### config.mk
export PLATFORM = sky130hd
export DESIGN_NAME = paddle_mouse_emu_flat
export DESIGN_NICKNAME = d
export VERILOG_FILES = /design/src/rtl/atari_input_pkg.sv /design/src/rtl/paddle_mouse_emu_if.sv /design/src/rtl/paddle_mouse_emu_sat_accum.sv /design/src/rtl/paddle_mouse_emu.sv /design/src/flat_wrapper.sv
export SDC_FILE = /design/constraint.sdc
export NUM_CORES = 1
export LEC_CHECK = 0
export BUFFER_PORTS_ARGS = -buffer_cell sky130_fd_sc_hd__buf_4
export CAP_MARGIN = 20
export CORE_ASPECT_RATIO = 1.5
export CORE_UTILIZATION = 40
export CTS_BUF_LIST = sky130_fd_sc_hd__clkbuf_4 sky130_fd_sc_hd__clkbuf_8
export CTS_CLUSTER_SIZE = 40
export DETAILED_ROUTE_END_ITERATION = 10
export PLACE_DENSITY_LB_ADDON = 0.05
export SYNTH_ARGS = -nofsm -noshare
export SYNTH_HDL_FRONTEND = slang
export SYNTH_HIERARCHICAL = 1
export SYNTH_SLANG_ARGS = --single-unit
### constraint.sdc
create_clock -name clk_sys -period 2.2 [get_ports clk_sys]
set_clock_uncertainty 0.05 [all_clocks]
set_input_delay 0.44 -clock clk_sys [delete_from_list [all_inputs] [get_ports clk_sys]]
set_output_delay 0.44 -clock clk_sys [all_outputs]
set_load 0.005 [all_outputs]
### src/rtl/atari_input_pkg.sv
// Shared types and constants for the Atari 2600 paddle/mouse input path.
package atari_input_pkg;

  typedef enum logic {
    SRC_JOY   = 1'b0,
    SRC_MOUSE = 1'b1
  } src_mode_t;

  localparam int STEP_LIMIT_DEF = 10;
  localparam int POS_MAX_DEF    = 127;

  // ps2_mouse field positions
  localparam int PS2_STB     = 24;
  localparam int PS2_YSGN    = 5;
  localparam int PS2_XSGN    = 4;
  localparam int PS2_BTN_LO  = 0;
  localparam int PS2_XMOV_LO = 8;
  localparam int PS2_YMOV_LO = 16;

endpackage

### src/rtl/paddle_mouse_emu_if.sv
// Bundle between hps_io-side sources and the A2601 paddle/button inputs.
interface paddle_mouse_emu_if;
  logic [24:0] ps2_mouse;
  logic [15:0] joya_0;
  logic [15:0] joy_0;
  logic [7:0]  ax;
  logic [7:0]  ay;
  logic [7:0]  j0;
  logic        mouse_mode;

  modport master (
    output ps2_mouse, joya_0, joy_0,
    input  ax, ay, j0, mouse_mode
  );

  modport slave (
    input  ps2_mouse, joya_0, joy_0,
    output ax, ay, j0, mouse_mode
  );
endinterface

### src/rtl/paddle_mouse_emu_sat_accum.sv
// One axis: clamp a raw packet delta (stage 1), then add it into a
// saturating position register (stage 2). clr_i overrides any pending add.
module sat_accum
  import atari_input_pkg::*;
#(
  parameter int STEP_LIMIT = STEP_LIMIT_DEF,
  parameter int POS_MAX    = POS_MAX_DEF
) (
  input  logic              clk,
  input  logic              rst_n,
  input  logic              clr_i,
  input  logic              in_valid_i,
  input  logic signed [8:0] raw_i,
  output logic signed [8:0] pos_o,
  output logic              step_valid_o
);

  localparam logic signed [8:0] LIM_HI = 9'(STEP_LIMIT);
  localparam logic signed [8:0] LIM_LO = 9'(-STEP_LIMIT);
  localparam logic signed [9:0] POS_HI = 10'(POS_MAX);
  localparam logic signed [9:0] POS_LO = 10'(-(POS_MAX + 1));

  logic signed [8:0] step_q, step_d;
  logic              v_q, v_d;
  logic signed [8:0] pos_q, pos_d;
  logic signed [9:0] sum;

  // Step clamp on accept, then saturating add on the following cycle.
  always_comb begin
    v_d    = in_valid_i;
    step_d = step_q;
    if (in_valid_i) begin
      if (raw_i > LIM_HI)      step_d = LIM_HI;
      else if (raw_i < LIM_LO) step_d = LIM_LO;
      else                     step_d = raw_i;
    end
    sum   = {pos_q[8], pos_q} + {step_q[8], step_q};
    pos_d = pos_q;
    if (clr_i) begin
      pos_d = '0;
    end else if (v_q) begin
      if (sum > POS_HI)      pos_d = POS_HI[8:0];
      else if (sum < POS_LO) pos_d = POS_LO[8:0];
      else                   pos_d = sum[8:0];
    end
  end

  // Pipeline and accumulator registers.
  always_ff @(posedge clk) begin
    if (!rst_n) begin
      step_q <= '0;
      v_q    <= 1'b0;
      pos_q  <= '0;
    end else begin
      step_q <= step_d;
      v_q    <= v_d;
      pos_q  <= pos_d;
    end
  end

  assign pos_o        = pos_q;
  assign step_valid_o = v_q;

endmodule

### src/rtl/paddle_mouse_emu.sv
// PS/2 mouse to absolute paddle position, with analog-stick arbitration.
module paddle_mouse_emu
  import atari_input_pkg::*;
#(
  parameter int STEP_LIMIT = STEP_LIMIT_DEF,
  parameter int POS_MAX    = POS_MAX_DEF
) (
  input  logic               clk_sys,
  input  logic               reset_n,
  paddle_mouse_emu_if.slave  bus
);

  logic              stb_q, stb_d;
  logic [1:0]        btn_q, btn_d;
  src_mode_t         state_q, state_d;
  logic [7:0]        ax_q, ax_d, ay_q, ay_d, j0_q, j0_d;
  logic              mode_q, mode_d;
  logic              accept, joy_act, out_mouse;
  logic signed [8:0] raw_x, raw_y, mx, my;
  logic              vx, vy;
  logic              unused_ok;

  // Packet detect, delta extraction, source selection and output muxing.
  always_comb begin
    stb_d   = bus.ps2_mouse[PS2_STB];
    accept  = stb_d != stb_q;
    raw_x   = {bus.ps2_mouse[PS2_XSGN], bus.ps2_mouse[PS2_XSGN],
               bus.ps2_mouse[PS2_XMOV_LO+1 +: 7]};
    raw_y   = {bus.ps2_mouse[PS2_YSGN], bus.ps2_mouse[PS2_YSGN],
               bus.ps2_mouse[PS2_YMOV_LO+1 +: 7]};
    btn_d   = accept ? bus.ps2_mouse[PS2_BTN_LO +: 2] : btn_q;
    joy_act = |bus.joya_0;
    state_d = state_q;
    if (joy_act)  state_d = SRC_JOY;
    else if (vx)  state_d = SRC_MOUSE;
    // Entering MOUSE is keyed to the stage-2 update so that mouse_mode rises
    // with the first mouse position; the stick overrides the output
    // immediately so its path stays one cycle.
    out_mouse = (state_q == SRC_MOUSE) && !joy_act;
    if (out_mouse) begin
      ax_d = mx[7:0];
      ay_d = my[7:0];
      j0_d = {bus.joy_0[7], btn_q, bus.joy_0[4:0]};
    end else begin
      ax_d = bus.joya_0[7:0];
      ay_d = bus.joya_0[15:8];
      j0_d = bus.joy_0[7:0];
    end
    mode_d = out_mouse;
  end

  // Strobe history and button latch; strobe tracks input during reset.
  always_ff @(posedge clk_sys) begin
    if (!reset_n) begin
      stb_q <= bus.ps2_mouse[PS2_STB];
      btn_q <= '0;
    end else begin
      stb_q <= stb_d;
      btn_q <= btn_d;
    end
  end

  // Source FSM and registered paddle/button outputs.
  always_ff @(posedge clk_sys) begin
    if (!reset_n) begin
      state_q <= SRC_JOY;
      ax_q    <= '0;
      ay_q    <= '0;
      j0_q    <= '0;
      mode_q  <= 1'b0;
    end else begin
      state_q <= state_d;
      ax_q    <= ax_d;
      ay_q    <= ay_d;
      j0_q    <= j0_d;
      mode_q  <= mode_d;
    end
  end

  sat_accum #(.STEP_LIMIT(STEP_LIMIT), .POS_MAX(POS_MAX)) u_acc_x (
    .clk(clk_sys), .rst_n(reset_n), .clr_i(joy_act), .in_valid_i(accept),
    .raw_i(raw_x), .pos_o(mx), .step_valid_o(vx)
  );

  sat_accum #(.STEP_LIMIT(STEP_LIMIT), .POS_MAX(POS_MAX)) u_acc_y (
    .clk(clk_sys), .rst_n(reset_n), .clr_i(joy_act), .in_valid_i(accept),
    .raw_i(raw_y), .pos_o(my), .step_valid_o(vy)
  );

  assign bus.ax         = ax_q;
  assign bus.ay         = ay_q;
  assign bus.j0         = j0_q;
  assign bus.mouse_mode = mode_q;

  assign unused_ok = ^{bus.ps2_mouse[7:6], bus.ps2_mouse[3:2],
                       bus.joy_0[15:8], bus.joy_0[6:5], mx[8], my[8], vy};

endmodule

### src/flat_wrapper.sv
// flat-port wrapper written by rule: the top's interface ports become plain ports
module paddle_mouse_emu_flat import atari_input_pkg::*;
#(
  parameter int STEP_LIMIT = STEP_LIMIT_DEF,
  parameter int POS_MAX    = POS_MAX_DEF
)
  (clk_sys, reset_n, bus_ps2_mouse, bus_joya_0, bus_joy_0, bus_ax, bus_ay, bus_j0, bus_mouse_mode);
  paddle_mouse_emu_if bus_i ();
  input  logic clk_sys;
  input  logic reset_n;
  input wire logic [$bits(bus_i.ps2_mouse)-1:0] bus_ps2_mouse;
  input wire logic [$bits(bus_i.joya_0)-1:0] bus_joya_0;
  input wire logic [$bits(bus_i.joy_0)-1:0] bus_joy_0;
  output wire logic [$bits(bus_i.ax)-1:0] bus_ax;
  output wire logic [$bits(bus_i.ay)-1:0] bus_ay;
  output wire logic [$bits(bus_i.j0)-1:0] bus_j0;
  output wire logic [$bits(bus_i.mouse_mode)-1:0] bus_mouse_mode;
  assign bus_i.ps2_mouse = bus_ps2_mouse;
  assign bus_i.joya_0 = bus_joya_0;
  assign bus_i.joy_0 = bus_joy_0;
  assign bus_ax = bus_i.ax;
  assign bus_ay = bus_i.ay;
  assign bus_j0 = bus_i.j0;
  assign bus_mouse_mode = bus_i.mouse_mode;
  paddle_mouse_emu #(.STEP_LIMIT(STEP_LIMIT), .POS_MAX(POS_MAX)) u_core (.clk_sys(clk_sys), .reset_n(reset_n), .bus(bus_i));
endmodule
==> impl_metrics.csv <==
group,metric,value,unit
setup_path,reg2reg_to,"u_core/u_acc_x/pos_o[0]",
drt,route.detailed.drc,0,
job,drv_cap,0,
min_path,min_path_type,"input port to register",
synth,syn_area,3710,µm²
synth,synth_xor_area_share,3.07,%
drt,via_per_inst,5.25,
sta,rsz0062_at_grt,"true",
power_and_ir_drop,p_switching,0.706,mW
die,initial_core_util,41.6,%
power_and_ir_drop,pwr-share-comb,13.7,%
finish,antennaDiodeCount,0,
power_and_ir_drop,p_int,2.24,mW
cts,clockRootBuffer,"clkbuf_8",
grt,track_usage,20.6,%
power_and_ir_drop,p_clk_share,42.3,%
power_and_ir_drop,ir_drop,0.392,mV
setup_path,cpMaxStageDelayCell,"fa_2",
place,gp_congestion,0.762,
setup_path,critPathArrivalTime,2.50,ns
synth,synth_fp_nets,489,
synth,synth_most_common_cell,"dfxtp_1",
setup_path,rrSetupSlack,-0.11,ns
min_path,min_to,"u_core/stb_q",
synth,synthTopCellsByCount,"67 x dfxtp_1, 49 x nand2_1, 21 x nor2_1, 21 x o21ai_0, 20 x ha_1",
finish,fin_nets,596,
synth,synth_top_family_by_area,"compound AO/OA/AOI/OAI gates",
setup_path,r2r_cells,9,
place,dpl_worst_slack,-0.144,ns
place,portBuffers,69,
synth,async_reset_ff_share,0,%
power_and_ir_drop,power_density,597,nW/µm²
synth,synthCells,408,
power_and_ir_drop,totalPowerFinal,2.95,mW
grt,grt_pass1_wl,15100,µm
cts,clk_latency,0.34,ns
die,core,8930,µm²
synth,yosys.area.top_type,"dfxtp_1",
setup_path,cpPeakStageDelay,0.36,ns
finish,area_growth,33.1,%
sta,drv_slew,0,
grt,grt_pass1_vias,3278,
drt,wl_per_cell,14.9,µm
synth,synth-seq-cells,67,
sta,hold_ws,0.170,ns
synth,synth_compound_area_share,27.8,%
synth,synthMuxAreaShare,1.08,%
cts,htree_num_levels,3,
drt,vias,3310,
die,fp.dieH,120,µm
outcome,outcome,"complete, but fails checks",
finish,fin_area,4940,µm²
drt,totalWireLength,9410,µm
sta,tightest_slew,0.378,ns
power_and_ir_drop,seqPwrFrac,43.9,%
grt,grt_overflow,0,
synth,yosys.area.top_type_share,36.1,%
cts,cts_sinks,67,
min_path,holdPathStages,1,
synth,synthSimpleGateAreaFrac,19.9,%
die,num_rows,42,
grt,antenna_found_initial,0,
outcome,violations,"setup timing",
min_path,min-delay-start,"bus_ps2_mouse[24]",
synth,synth_edf_count,0,
synth,ys_types,47,
cts,clk_pin_slew_worst_paths,0.08,ns
finish,drive_gt1_share,34.8,%
sta,fin_ws,-0.115,ns
sta,setup_viol,14,
synth,ys.warnings.count,6,
sta,fmax,432,MHz
drt,postRouteAntennaNets,0,
sta,fin_crit_sh,105,%
drt,dr.pass1.iters,4,
cts,tritoncts,"yes",
sta,hold_viol_final,0,
setup_path,critPathRequiredTime,2.38,ns
setup_path,end_kind,"register",
power_and_ir_drop,switching_share,24.0,%
die,ios,84,
setup_path,worstSetupStartpointType,"register",
place,dp_hpwl,7210,µm
synth,avgSynthCellArea,9.10,µm²
setup_path,crit_chain,"ha_4 -> fa_2 -> a211oi_2 -> o21ai_2 -> nand4_1 -> o311ai_4 -> a221oi_2 -> nor3b_2 -> a2111oi_4",
grt,grt_max_degree,41,
die,die_w,80.7,µm
sta,relSlewSlack,74.7,%
cts,clockBufferDepth,2,
die,dieArea,9680,µm²
synth,synth_top_flop_cell,"dfxtp_1",
setup_path,crit_type,"register to register",
power_and_ir_drop,p_leak,2.05,nW
setup_path,crit_fanout,4,
synth,ys_seq_area_share,36.1,%
cts,cts_buffers,9,
synth,synth-adder-area-share,7.82,%
place,post_dp_cell_area,4660,µm²
finish,post-route-util,55.3,%
drt,drt_iter0_drc,84,
synth,synth.area.top_cells,"dfxtp_1 36%, ha_1 6.7%, nand2_1 5.0%, o21ai_2 3.8%, a21boi_0 3.2%",
sta,fin_crit,2.31,ns
setup_path,r2r-start,"u_core/u_acc_x/pos_o[0]",
[logic make-up (layout without fill, tap and decap cells)]
family	Yosys count	in the layout
flops	67	67
buf+inv	31	143
mux	4	4
fa+ha+maj	22	22
compound gates	133	133
simple gates	138	138
xor+xnor	13	13
[state kept, by name, summed over array words and instances, names as in the netlist]
name / flops
u_core/u_acc_y/step_q: 9
u_core/state_q: 1
u_core/stb_q: 1
u_core/u_acc_y/pos_o: 9
u_core/u_acc_x/step_q: 9
u_core/u_acc_x/step_valid_o: 1
u_core/u_acc_y/step_valid_o: 1
u_core/bus.ay: 8
u_core/u_acc_x/pos_o: 9
u_core/bus.ax: 8
u_core/bus.j0: 8
u_core/bus.mouse_mode: 1
u_core/btn_q: 2
[placed cells by master, fill, tap and decap left out, types with 5 or more instances in the layout]
master	instances
nand2_1	49
nand4_1	5
clkbuf_8	9
nand3b_1	14
dfxtp_2	5
a21boi_0	14
nor2_1	21
nand2b_1	18
inv_1	10
a21o_1	6
ha_1	18
a21oi_1	18
xnor2_1	6
o21ai_0	21
o211ai_1	16
xor2_1	6
dfxtp_1	62
o311ai_1	8
o21ai_2	15
and2_1	8
buf_4	117
nor4_1	5
[metal layers]
metal	vias to the layer above	share of wire (%)	GRT usage (%)
li1	1700	-	-
met1	1543	40	21.7
met2	46	54	37.4
met3	21	2.4	3.57
met4	0	3.4	11.5
met5	-	0	0
[layout make-up]
type,count,area (µm²)
Tap cell,110,138
Fill cell,836,3990
Timing Repair Buffer,117,878
Clock inverter,6,113
Inverter,10,37.5
Multi-Input combinational cell,310,2300
Clock buffer,10,131
Sequential cell,67,1350
[how the worst max path moves through the flow]
stage                                        start  depth (start not counted)                 endpoint
after floorplan            u_core/u_acc_x/pos_o[0]                          9  u_core/u_acc_x/pos_o[0]
after global placement    u_core/u_acc_y/step_q[0]                          9  u_core/u_acc_y/pos_o[0]
after detailed placement   u_core/u_acc_x/pos_o[0]                          9  u_core/u_acc_x/pos_o[0]
after CTS                  u_core/u_acc_x/pos_o[0]                          8  u_core/u_acc_x/pos_o[2]
after global routing       u_core/u_acc_x/pos_o[0]                          8  u_core/u_acc_x/pos_o[2]
final                      u_core/u_acc_x/pos_o[0]                          9  u_core/u_acc_x/pos_o[0]
[power groups by stage]
stage | clock network (mW) | registers [mW] | logic [mW]
after floorplan | 0 | 1.32 | 0.221
after global placement | 0 | 1.32 | 0.401
after detailed placement | 0 | 1.32 | 0.405
after CTS | 1.29 | 1.30 | 0.407
after global routing | 1.33 | 1.30 | 0.448
final | 1.25 | 1.30 | 0.405
[critical path, delay by kind of cell (launching register included)]
family	cells	cell delay, ns
AO/OA/AOI/OAI	5	1.05
adder cells (fa/ha/maj)	2	0.52
flip-flops	1	0.34
AND/OR/NAND/NOR	2	0.26
[through the flow]
step,TNS [ns],std cells
floorplan,-0.0330,408
detailed placement,-1.56,612
global placement,-0.875,612
global route,-2.02,630
finish,-0.771,630
CTS,-1.40,629
[repair_timing]
item	CTS	global route
buffers inserted	1	1
pin swaps	29	16
hold buffers	0	0
endpoints found under the setup margin	14	14
resized for setup	3	4
gates cloned	0	0
Note: power is estimated with default switching activity, not from simulation.
